$ cat config.mk
export PLATFORM = sky130hd
export DESIGN_NAME = rtmq_timer_bank
export DESIGN_NICKNAME = d
export VERILOG_FILES = /design/src/rtl/rtmq_timer_bank_pkg.sv /design/src/rtl/rtmq_timer_bank_chan.sv /design/src/rtl/rtmq_timer_bank.sv
export SDC_FILE = /design/constraint.sdc
export NUM_CORES = 1
export LEC_CHECK = 0
export ABC_AREA = 1
export CORE_ASPECT_RATIO = 1.1
export CORE_MARGIN = 2
export CORE_UTILIZATION = 61
export DETAILED_ROUTE_END_ITERATION = 16
export GPL_ROUTABILITY_DRIVEN = 0
export GPL_TIMING_DRIVEN = 0
export PLACE_DENSITY = 0.94
export SLEW_MARGIN = 5
export SYNTH_ARGS = -nofsm -noshare
export SYNTH_HDL_FRONTEND = slang
export SYNTH_SLANG_ARGS = --single-unit
$ cat constraint.sdc
create_clock -name clk -period 5 [get_ports clk]
set_clock_uncertainty 0.2 [all_clocks]
set_input_delay 1 -clock clk [delete_from_list [all_inputs] [get_ports clk]]
set_output_delay 1 -clock clk [all_outputs]
set_load 0.05 [all_outputs]
$ cat src/rtl/rtmq_timer_bank_pkg.sv
// Shared RTMQ header: default register width plus the channel-state and mode encodings
// used by the timer bank and its channel sub-module.
package rtmq_timer_bank_pkg;

    localparam int unsigned RTMQ_W_REG = 32;

    typedef enum logic {
        CH_IDLE = 1'b0,
        CH_RUN  = 1'b1
    } rtmq_ch_state_e;

    typedef enum logic {
        MODE_ONESHOT  = 1'b0,
        MODE_PERIODIC = 1'b1
    } rtmq_mode_e;

endpackage

$ cat src/rtl/rtmq_timer_bank_chan.sv
// Single countdown channel: load/cancel, per-cycle decrement, one-shot or periodic reload,
// and a combinational expiry strobe valid in the cycle the count reads 1.
module rtmq_tim_chan
    import rtmq_timer_bank_pkg::*;
#(
    parameter int unsigned W_REG = RTMQ_W_REG
) (
    input  logic             i_clk,
    input  logic             i_rst_n,
    input  logic             i_ld,
    input  logic [W_REG-1:0] i_ld_val,
    input  logic             i_ld_per,
    output logic [W_REG-1:0] o_cnt,
    output logic             o_exp
);

    rtmq_ch_state_e   r_state;
    rtmq_mode_e       r_mode;
    logic [W_REG-1:0] r_cnt;
    logic [W_REG-1:0] r_rld;
    logic             w_exp;

    assign w_exp = (r_state == CH_RUN) && (r_cnt == W_REG'(1));

    // A load in the expiry cycle wins over the reload/idle decision.
    always_ff @(posedge i_clk or negedge i_rst_n) begin
        if (!i_rst_n) begin
            r_state <= CH_IDLE;
            r_mode  <= MODE_ONESHOT;
            r_cnt   <= '0;
            r_rld   <= '0;
        end else if (i_ld) begin
            if (i_ld_val != '0) begin
                r_state <= CH_RUN;
                r_mode  <= rtmq_mode_e'(i_ld_per);
                r_cnt   <= i_ld_val;
                r_rld   <= i_ld_val;
            end else begin
                r_state <= CH_IDLE;
                r_cnt   <= '0;
            end
        end else if (w_exp) begin
            if (r_mode == MODE_PERIODIC) begin
                r_cnt <= r_rld;
            end else begin
                r_state <= CH_IDLE;
                r_cnt   <= '0;
            end
        end else if (r_state == CH_RUN) begin
            r_cnt <= r_cnt - 1'b1;
        end
    end

    assign o_cnt = r_cnt;
    assign o_exp = w_exp;

endmodule

$ cat src/rtl/rtmq_timer_bank.sv
// RTMQ timer bank: free-running wall clock, N_CH countdown channels, sticky pending flags
// and the registered resume pulse to the flow controller.
module rtmq_timer_bank
    import rtmq_timer_bank_pkg::*;
#(
    parameter int unsigned W_REG = RTMQ_W_REG,
    parameter int unsigned N_CH  = 4,
    parameter int unsigned W_CH  = 4
) (
    input  logic                  clk,
    input  logic                  rst_n,
    input  logic                  wck_we,
    input  logic [W_REG-1:0]      wck_dat,
    input  logic                  tim_we,
    input  logic [W_CH-1:0]       tim_ch,
    input  logic [W_REG-1:0]      tim_dat,
    input  logic                  tim_per,
    input  logic [N_CH-1:0]       pnd_clr,
    input  logic                  f_hld,
    output logic [W_REG-1:0]      reg_wck,
    output logic [N_CH*W_REG-1:0] reg_tim,
    output logic [N_CH-1:0]       tim_pnd,
    output logic                  f_timout
);

    logic [W_REG-1:0] r_wck;
    logic [N_CH-1:0]  r_pnd;
    logic [N_CH-1:0]  r_pnd_d;
    logic             r_hld_d;
    logic             r_fto;
    logic [N_CH-1:0]  w_ld;
    logic [N_CH-1:0]  w_exp;
    logic             w_pnd_rise;
    logic             w_hld_rise;

    // Out-of-range channel indices match no instance and are dropped.
    for (genvar k = 0; k < N_CH; k++) begin : g_ch
        assign w_ld[k] = tim_we && (tim_ch == W_CH'(k));

        rtmq_tim_chan #(
            .W_REG(W_REG)
        ) u_chan (
            .i_clk   (clk),
            .i_rst_n (rst_n),
            .i_ld    (w_ld[k]),
            .i_ld_val(tim_dat),
            .i_ld_per(tim_per),
            .o_cnt   (reg_tim[k*W_REG +: W_REG]),
            .o_exp   (w_exp[k])
        );
    end

    always_ff @(posedge clk or negedge rst_n) begin
        if (!rst_n) begin
            r_wck <= '0;
        end else if (wck_we) begin
            r_wck <= wck_dat;
        end else begin
            r_wck <= r_wck + 1'b1;
        end
    end

    assign w_pnd_rise = |(r_pnd & ~r_pnd_d);
    assign w_hld_rise = f_hld & ~r_hld_d;

    // Expiry is ORed after the clear so a same-cycle clear cannot lose a fresh expiry.
    always_ff @(posedge clk or negedge rst_n) begin
        if (!rst_n) begin
            r_pnd   <= '0;
            r_pnd_d <= '0;
            r_hld_d <= 1'b0;
            r_fto   <= 1'b0;
        end else begin
            r_pnd   <= (r_pnd & ~pnd_clr) | w_exp;
            r_pnd_d <= r_pnd;
            r_hld_d <= f_hld;
            r_fto   <= f_hld & (w_pnd_rise | (w_hld_rise & (|r_pnd)));
        end
    end

    assign reg_wck  = r_wck;
    assign tim_pnd  = r_pnd;
    assign f_timout = r_fto;

endmodule

Word level (Yosys, flattened, before mapping):

Index checks and enable logic that the tools add are counted.

* muxes and demuxes: 31
* add/sub/neg operators: 5
* reduce and logical (&&, ||, !) cells: 28
* eq/ne operators: 11
* bitwise logic cells: 10

Operators with widths (count)
* 32-bit 2-to-1 mux: 18
* 32-bit by 1-bit == test with 1-bit output, second input constant: 4
* 32-bit by 1-bit subtractor with 32-bit output, second input constant: 4
* 32-bit by 1-bit adder with 32-bit output, second input constant: 1
* 32-bit nonzero test: 1
* 2-bit AND reduction: 8
* 1-bit 2-to-1 mux: 13
* 3-bit nonzero test: 4
* 4-bit AND: 2
* 4-bit by 2-bit == test with 1-bit output, second input constant: 2
* 1-bit logical AND: 8
* 2-bit by 1-bit inequality test with 1-bit output, second input constant: 4
* 4-bit NOT: 2
* 2-bit nonzero test: 4
* 4-bit OR reduction: 2
* 4-bit by 1-bit == test with 1-bit output, second input constant: 1
* 4-bit zero test: 1
* 4-bit OR: 1
* 1-bit AND: 3
* 1-bit NOT: 1
* 1-bit OR: 1

* register bits after elaboration: 306
* word-level logic and storage cells: 106

Depth between registers and ports, before layout:

Gate-level depths: netlist (run 1).

* depth in word-level cells: 5
* depth in mapped cells: 12
* mapped depth without buffers: 12

Cells and area by module:

From an unflattened synthesis (run 1), not the netlist that was laid out.

* cells, all modules: 2882
* area, all modules: 19605.1 µm²

By module, submodules not included
* rtmq_tim_chan (g_ch[0].u_chan ...): sequential area each 1651.6 µm², cells an instance 639, instances 2, area an instance 4339.2 µm²
* rtmq_tim_chan (g_ch[2].u_chan ...): sequential area each 1651.6 µm², cells an instance 627, instances 2, area an instance 4211.5 µm²
* rtmq_timer_bank: sequential area each 1051.0 µm², cells an instance 350, instances 1, area an instance 2503.7 µm²

Worst setup path before layout (run 1):

No wires, ideal clock.

* kind: in2reg
* start point: in tim_ch[3]
* end point: reg g_ch[1].u_chan.r_cnt[22]
* buffers on the path: 3
* stages: 11
* slack: 2630 ps
* arrival time: 2044 ps
* required time: 4674 ps
* setup time: 126 ps
* cells stage by stage: nor2_1 nand2_1 nor2_2 inv_2 buf_2 nand2_1 inv_2 buf_2 buf_6 nand2_1 nand3_1

* cells in the longest elaborated chain, start to end: 3
* elaborated cells between the ends (all ways): 4
* classes of those cells: eq/ne: 1; mux: 1; reduce/logical: 2

Ends and longest elaborated chain
* start: declaration: line rtmq_timer_bank.sv:15 `input logic [W_CH-1:0] tim_ch,`
* 4-bit by 1-bit == test with 1-bit output (*): line rtmq_timer_bank.sv:38 `assign w_ld[k] = tim_we && (tim_ch == W_CH'(k));`
* 1-bit logical AND (*): line rtmq_timer_bank.sv:38
* 3-bit nonzero test (no line) or 32-bit 2-to-1 mux (tied branches)
* end signal: assignment: line rtmq_timer_bank_chan.sv:36 `r_cnt <= i_ld_val;`
* end signal: assignment: line rtmq_timer_bank_chan.sv:44 `r_cnt <= r_rld;`
* end signal: assignment: line rtmq_timer_bank_chan.sv:50 `r_cnt <= r_cnt - 1'b1;`
* end: declaration: line rtmq_timer_bank_chan.sv:19 `logic [W_REG-1:0] r_cnt;`

Mark *: on every way between the ends. The rest lies on a longest branch, timed or not.
A chain may end at the register's enable or synchronous reset.

Worst setup path in the final report (run 1):

* start point: in tim_dat[15]
* end point: reg g_ch[0].u_chan.r_mode

* cells in the longest elaborated chain, start to end: 2

Ends and longest elaborated chain
* start: declaration: line rtmq_timer_bank.sv:16 `input logic [W_REG-1:0] tim_dat,`
* 32-bit nonzero test: line rtmq_timer_bank_chan.sv:33 `if (i_ld_val != '0) begin`
* 2-bit AND reduction (no line)
* end signal: assignment: line rtmq_timer_bank_chan.sv:35 `r_mode <= rtmq_mode_e'(i_ld_per);`
* end: declaration: line rtmq_timer_bank_chan.sv:18 `rtmq_mode_e r_mode;`

No other way between the ends.

==> results.toml, run 1 <==
[outcome]
status = "complete, no violations"

[placement]
dp_hpwl_um = 48300
portBuffers = 241

[critical_path]
start_kind = "input pin"
worstPathArrival_ps = 3410
cp.required_ps = 5180
endpoint_kind = "flip-flop"
worstSetupPathType = "input pin to flip-flop"
cp_max_fo = 10

[clock_network]
ctsLongestPathBuffers = 3
h-tree-depth = 2
holdBufCountCts = 0
root_buffer = "clkbuf_16"
cts-resized-gates = 0
numCtsBuffers = 34
cts_sinks = 306
cts_setup_buffers = 0
cts.clk_slew.worst_paths_ps = 60
cts_tree = "yes"
clk_latency_ps = 530

[floorplanning]
pin_count = 243
num_rows = 68
die_y_um = 191
dieArea_um2 = 33400
fp.dieW_um = 174
initial_core_util_pct = 62.1
coreArea_um2 = 31400

[sta]
min_period_over_period_pct = 64.6
report.final.slew_viol_count = 0
worstMarginPinSlew_ps = 722
rsz0062_at_grt = "false"
hold_slack_ps = 201
fmax_mhz = 310
hold_viol = 0
max_slew_margin_pct = 51.9
setup_viol = 0
fin_crit_ps = 3230

[yosys]
synth_area_leaders = "dfrtp_1, nand2_1, nor2_1, o21ai_0, nand3_1"
async_flop_share_pct = 100
synth-main-ff-cell = "dfrtp_1"
synth_nets = 2893
netlist-cell-type-count = 38
syn_area_um2 = 19500
synth_common_cells = "nand2_1, nor2_1, dfrtp_1, inv_1, o21ai_0"
avgSynthCellArea_um2 = 6.94
synth_seq_cells = 306
synth_cells = 2806
yosysTopAreaCellShare_pct = 39.3
synth_edf_count = 0
ys_warn_count = 0
synth_top_cell_by_area = "dfrtp_1"
seq_area_frac_synth_pct = 39.3
yosysMostFrequentCell = "nand2_1"

[flow_run]
maxCapViolations = 0

[routing]
routed_via_density = 6.15
wl_um = 68500
drtPass1Iterations = 7
num_vias = 21700
postRouteAntennaNets = 0
routedWlPerCell_um = 19.4
drt_first_iter_violations = 3315
drcViolationCount = 0

[layout]
area_delta_synth_final_pct = 21.3
nFillCells = 2128
drive_gt1_share_pct = 11.0
nets = 3172

[grt]
antenna_found_initial = 3
grt_util_all_layers_pct = 40.7
grt_overflow = 0
grt_max_degree = 120
grt_pass1_wl_um = 109000
grt_pass1_vias = 21400

[pwr]
p_leak_nw = 11.2
power_density_nw_per_um2 = 558
peakVddDrop_mv = 0.314
power.total_mw = 13.2

[min_path]
min_path_type = "flip-flop to flip-flop"
[where the power goes]
group | internal (mW) | leakage [nW] | switching [mW]
sequential | 3.19 | 3.60 | 1.12
clock | 1.53 | 0.566 | 1.09
combinational | 2.05 | 7.03 | 4.21
[sequential cells by signal (all words and copies together), names as in the netlist]
signal / cells
reg_wck: 32
r_hld_d: 1
g_ch.u_chan.r_rld: 128
g_ch.u_chan.r_state: 4
g_ch.u_chan.o_cnt: 128
g_ch.u_chan.r_mode: 4
f_timout: 1
tim_pnd: 4
r_pnd_d: 4
[final cells by class]
type | count | area, um^2 | share of cell area, %
clock inverter | 14 | 174 | 0.736
multi-input combinational | 2097 | 10100 | 42.9
inverter | 297 | 1110 | 4.72
antenna | 1 | 2.50 | 0.0106
timing repair buffer | 243 | 2470 | 10.5
clock buffer | 47 | 971 | 4.11
tap | 420 | 526 | 2.22
sequential | 306 | 7660 | 32.4
buffer | 106 | 578 | 2.45
[final timing paths]
kind | slack, ps | cells after the start | start | to
worst max-delay path | 1770 | 10 | tim_dat[15] | g_ch[0].u_chan.r_mode$_DFFE_PN0P_
worst min-delay path | 200 | 0 | tim_pnd[3]$_DFF_PN0_ | r_pnd_d[3]$_DFF_PN0_
worst max register to register | 2680 | 11 | g_ch[3].u_chan.o_cnt[1]$_DFFE_PN0P_ | g_ch[3].u_chan.o_cnt[12]$_DFFE_PN0P_
worst min register to register | 200 | 0 | tim_pnd[3]$_DFF_PN0_ | r_pnd_d[3]$_DFF_PN0_
max in group asynchronous | 3290 | 2 | rst_n | reg_wck[29]$_DFF_PN0_
min in group asynchronous | 250 | 1 | rst_n | g_ch[2].u_chan.o_cnt[8]$_DFFE_PN0P_
[routing by layer]
metal | wire [um] | GRT usage, %
met1 | 22900 | 47.5
met2 | 30300 | 64.3
met3 | 9490 | 11.7
met4 | 5770 | 29.5
met5 | 27 | 0
[layout by cell type (no fill, tap or decap), types with 22 or more instances in the layout]
cell,instances
inv_2,22
nor2_2,38
clkbuf_16,35
inv_1,274
xnor2_1,39
a21oi_2,51
clkbuf_1,46
o21ai_0,234
o21ai_1,57
nand2_1,805
o21ai_2,33
buf_2,48
dfrtp_1,306
nand2_2,29
nand3_1,206
nand4_1,29
a21oi_1,57
clkdlybuf4s50_1,240
nor2_1,389
xor2_1,23
[kinds of logic (layout without fill, tap and decap cells)]
family | after synthesis | count (layout) | share of synthesized area, %
xor+xnor | 62 | 62 | 2.79
buf+inv | 403 | 707 | 8.69
simple gates | 1572 | 1572 | 35.1
compound gates | 454 | 454 | 13.6
flops | 306 | 306 | 39.3
other cells | 0 | 1 | 0
fa+ha+maj | 9 | 9 | 0.578
[through the flow]
stage               instances  setup TNS, ps  utilization, %  instance area, um^2  worst slack, ps
finish                   3531              0            75.3                23600             1770
global route             3531              0            75.3                23600             1620
CTS                      3530              0            75.3                23600             1850
detailed placement       3469              0            71.6                22500             1510
global placement         3467       -3063950            71.4                22400           -10040
floorplan                2806              0               -                19500             2630
[worst max-delay path: stages]
cell and delay (ps):
clkdlybuf4s50_1 500, inv_1 460, nand4_1 160, nor3_1 170, nand3_1 170, nor2_2 260
inv_2 100, nand2_2 170, buf_2 270, o21ai_0 140
Note: power is estimated with default switching activity, not from simulation.
==> run 2, diff against run 1 <==
--- a/config.mk
+++ b/config.mk
@@ -8,11 +8,11 @@
 export ABC_AREA = 1
 export CORE_ASPECT_RATIO = 1.1
 export CORE_MARGIN = 2
-export CORE_UTILIZATION = 61
+export CORE_UTILIZATION = 51
 export DETAILED_ROUTE_END_ITERATION = 16
 export GPL_ROUTABILITY_DRIVEN = 0
 export GPL_TIMING_DRIVEN = 0
-export PLACE_DENSITY = 0.94
+export PLACE_DENSITY = 0.84
 export SLEW_MARGIN = 5
 export SYNTH_ARGS = -nofsm -noshare
 export SYNTH_HDL_FRONTEND = slang
==> constraint.sdc (replaced) <==
create_clock -name clk -period 2.6 [get_ports clk]
set_clock_uncertainty 0.2 [all_clocks]
set_input_delay 0.52 -clock clk [delete_from_list [all_inputs] [get_ports clk]]
set_output_delay 0.52 -clock clk [all_outputs]
set_load 0.05 [all_outputs]
==> results.toml, run 2 (synthesis results as in run 1) <==
[pwr]
p_sw_share_pct = 47.4
p_clk_share_pct = 21.2
power.internal_mw = 13.3
power.total_mw = 25.3
peakVddDrop_mv = 0.668
p_leak_nw = 11.4
power_density_nw_per_um2 = 1060
switchingPower_mw = 12.0
power_frac_comb_pct = 46.4
p_seq_share_pct = 32.4

[clock_network]
cts.clk_slew.worst_paths_ps = 60
clk_latency_ps = 520
numCtsBuffers = 35
cts_tree = "yes"
h-tree-depth = 2
root_buffer = "clkbuf_16"
cts_sinks = 306
ctsLongestPathBuffers = 3

[layout]
nFillCells = 3220
drive_gt1_share_pct = 11.4
mostFrequentLayoutCell = "nand2_1"
final_cell_mix = "nand2_1, nor2_1, dfrtp_1, inv_1, o21ai_0"
nets = 3176
area_delta_synth_final_pct = 23.0
stdcell_count = 3615

[placement]
dp_hpwl_um = 49700
dp.cells = 3549
portBuffers = 241

[critical_path]
reg2reg_slack_ps = 270
r2r_end = "g_ch[3].u_chan.o_cnt[23]$_DFFE_PN0P_"
critPathBufInv = 1
worstSetupPathType = "flip-flop to output port"
slowest_stage = "clkdlybuf4s50_1"
start_kind = "flip-flop"
worstPathArrival_ps = 1890
critPathMaxStageDelay_ps = 860
crit_start = "g_ch[1].u_chan.o_cnt[25]$_DFFE_PN0P_"
r2r_cells = 10
endpoint_kind = "output port"
r2r_start = "g_ch[3].u_chan.o_cnt[0]$_DFFE_PN0P_"
path_depth = 1
path_cells = "clkdlybuf4s50_1"
cp.required_ps = 1880
crit_family = "buffers and inverters"
cp_max_fo = 6
endpoint = "reg_tim[57]"

[sta]
fin_crit_ps = 2610
report.final.slew_viol_count = 0
min_period_over_period_pct = 100
worstMarginPinSlew_ps = 911
max_slew_margin_pct = 39.3
fmax_mhz = 383
hold_viol = 0
setup_ws_ps = -8.85
setup_viol = 1
rsz0062_at_grt = "false"

[routing]
routedWlPerCell_um = 18.4
postRouteAntennaNets = 0
wl_um = 66400
drt_first_iter_violations = 2219
routed_via_density = 5.74
drcViolationCount = 0
drtPass1Iterations = 6
num_vias = 20700

[grt]
grt_overflow = 0
grt_util_met1_pct = 41.5
grt_util_all_layers_pct = 33.1
grt_max_degree = 113
grt_pass1_vias = 20100
antenna_found_initial = 1
grt_pass1_wl_um = 105000
grt-busiest-layer = "met2"
met2_usage_pct = 52.2
use_met3_pct = 6.92

[min_path]
min_path_type = "flip-flop to flip-flop"

[outcome]
status = "finished with violations"
violations = "setup timing"

[flow_run]
maxCapViolations = 0

[floorplanning]
coreArea_um2 = 37900
fp.dieW_um = 190
initial_core_util_pct = 51.4
pin_count = 243
num_rows = 75
dieArea_um2 = 39800
die_y_um = 209
==> run 2: metal layers <==
metal / wire (um) / part of all wire (%)
met1: 24900 / 37
met2: 29900 / 45
met3: 6920 / 10
met4: 4710 / 7.1
met5: 0 / 0
==> run 2: power by group through the flow <==
stage	combinational [mW]	clock [mW]	sequential (mW)
floorplan	4.93	0	10.8
global placement	11.4	0	8.12
detailed placement	11.7	0	8.17
CTS	11.7	5.37	8.11
global route	12.7	5.59	8.34
finish	11.7	5.36	8.19
==> run 2: layout make-up <==
type	instances	area (um^2)	area share (%)
inverters	297	1140	4.76
plain buffers	106	582	2.43
clock inverters	16	264	1.10
repair buffers	246	2570	10.7
clock buffers	46	967	4.04
diodes	1	2.50	0.0104
flip-flops and latches	306	7660	32.0
multi-input cells	2097	10100	42.4
well taps	500	626	2.61
==> run 2: how the worst min path moves through the flow <==
stage	to	slack [ps]	startpoint	cells after the start
2_1_floorplan	f_timout$_DFF_PN0_	20	rst_n	0
3_3_place_gp	r_pnd_d[1]$_DFF_PN0_	180	tim_pnd[1]$_DFF_PN0_	0
3_5_place_dp	r_pnd_d[0]$_DFF_PN0_	200	tim_pnd[0]$_DFF_PN0_	0
4_1_cts	r_pnd_d[0]$_DFF_PN0_	210	tim_pnd[0]$_DFF_PN0_	0
5_1_grt	r_pnd_d[1]$_DFF_PN0_	220	tim_pnd[1]$_DFF_PN0_	0
6_report	r_pnd_d[2]$_DFF_PN0_	210	tim_pnd[2]$_DFF_PN0_	0
==> run 2: through the flow <==
stage	util (%)	hold slack [ps]	setup TNS, ps	setup WS [ps]	instance area [um^2]
final	63.2	209	-8.85	-8.85	24000
after global routing	63.2	224	0	0.336	24000
after CTS	62.8	210	0	2.01	23800
after detailed placement	59.6	198	-58970	-488	22600
after global placement	59.4	185	-3769770	-12190	22500
after floorplan	-	24.4	0	401	19500
==> run 2: repair_timing <==
item                                    in CTS  in global routing
hold buffers                                 1                  0
hold endpoints to repair                   110                  0
buffers inserted                             0                  2
cloned                                       0                  0
pin swaps                                    0                  0
endpoints found under the setup margin      16                140
gates resized for setup                     16                 52
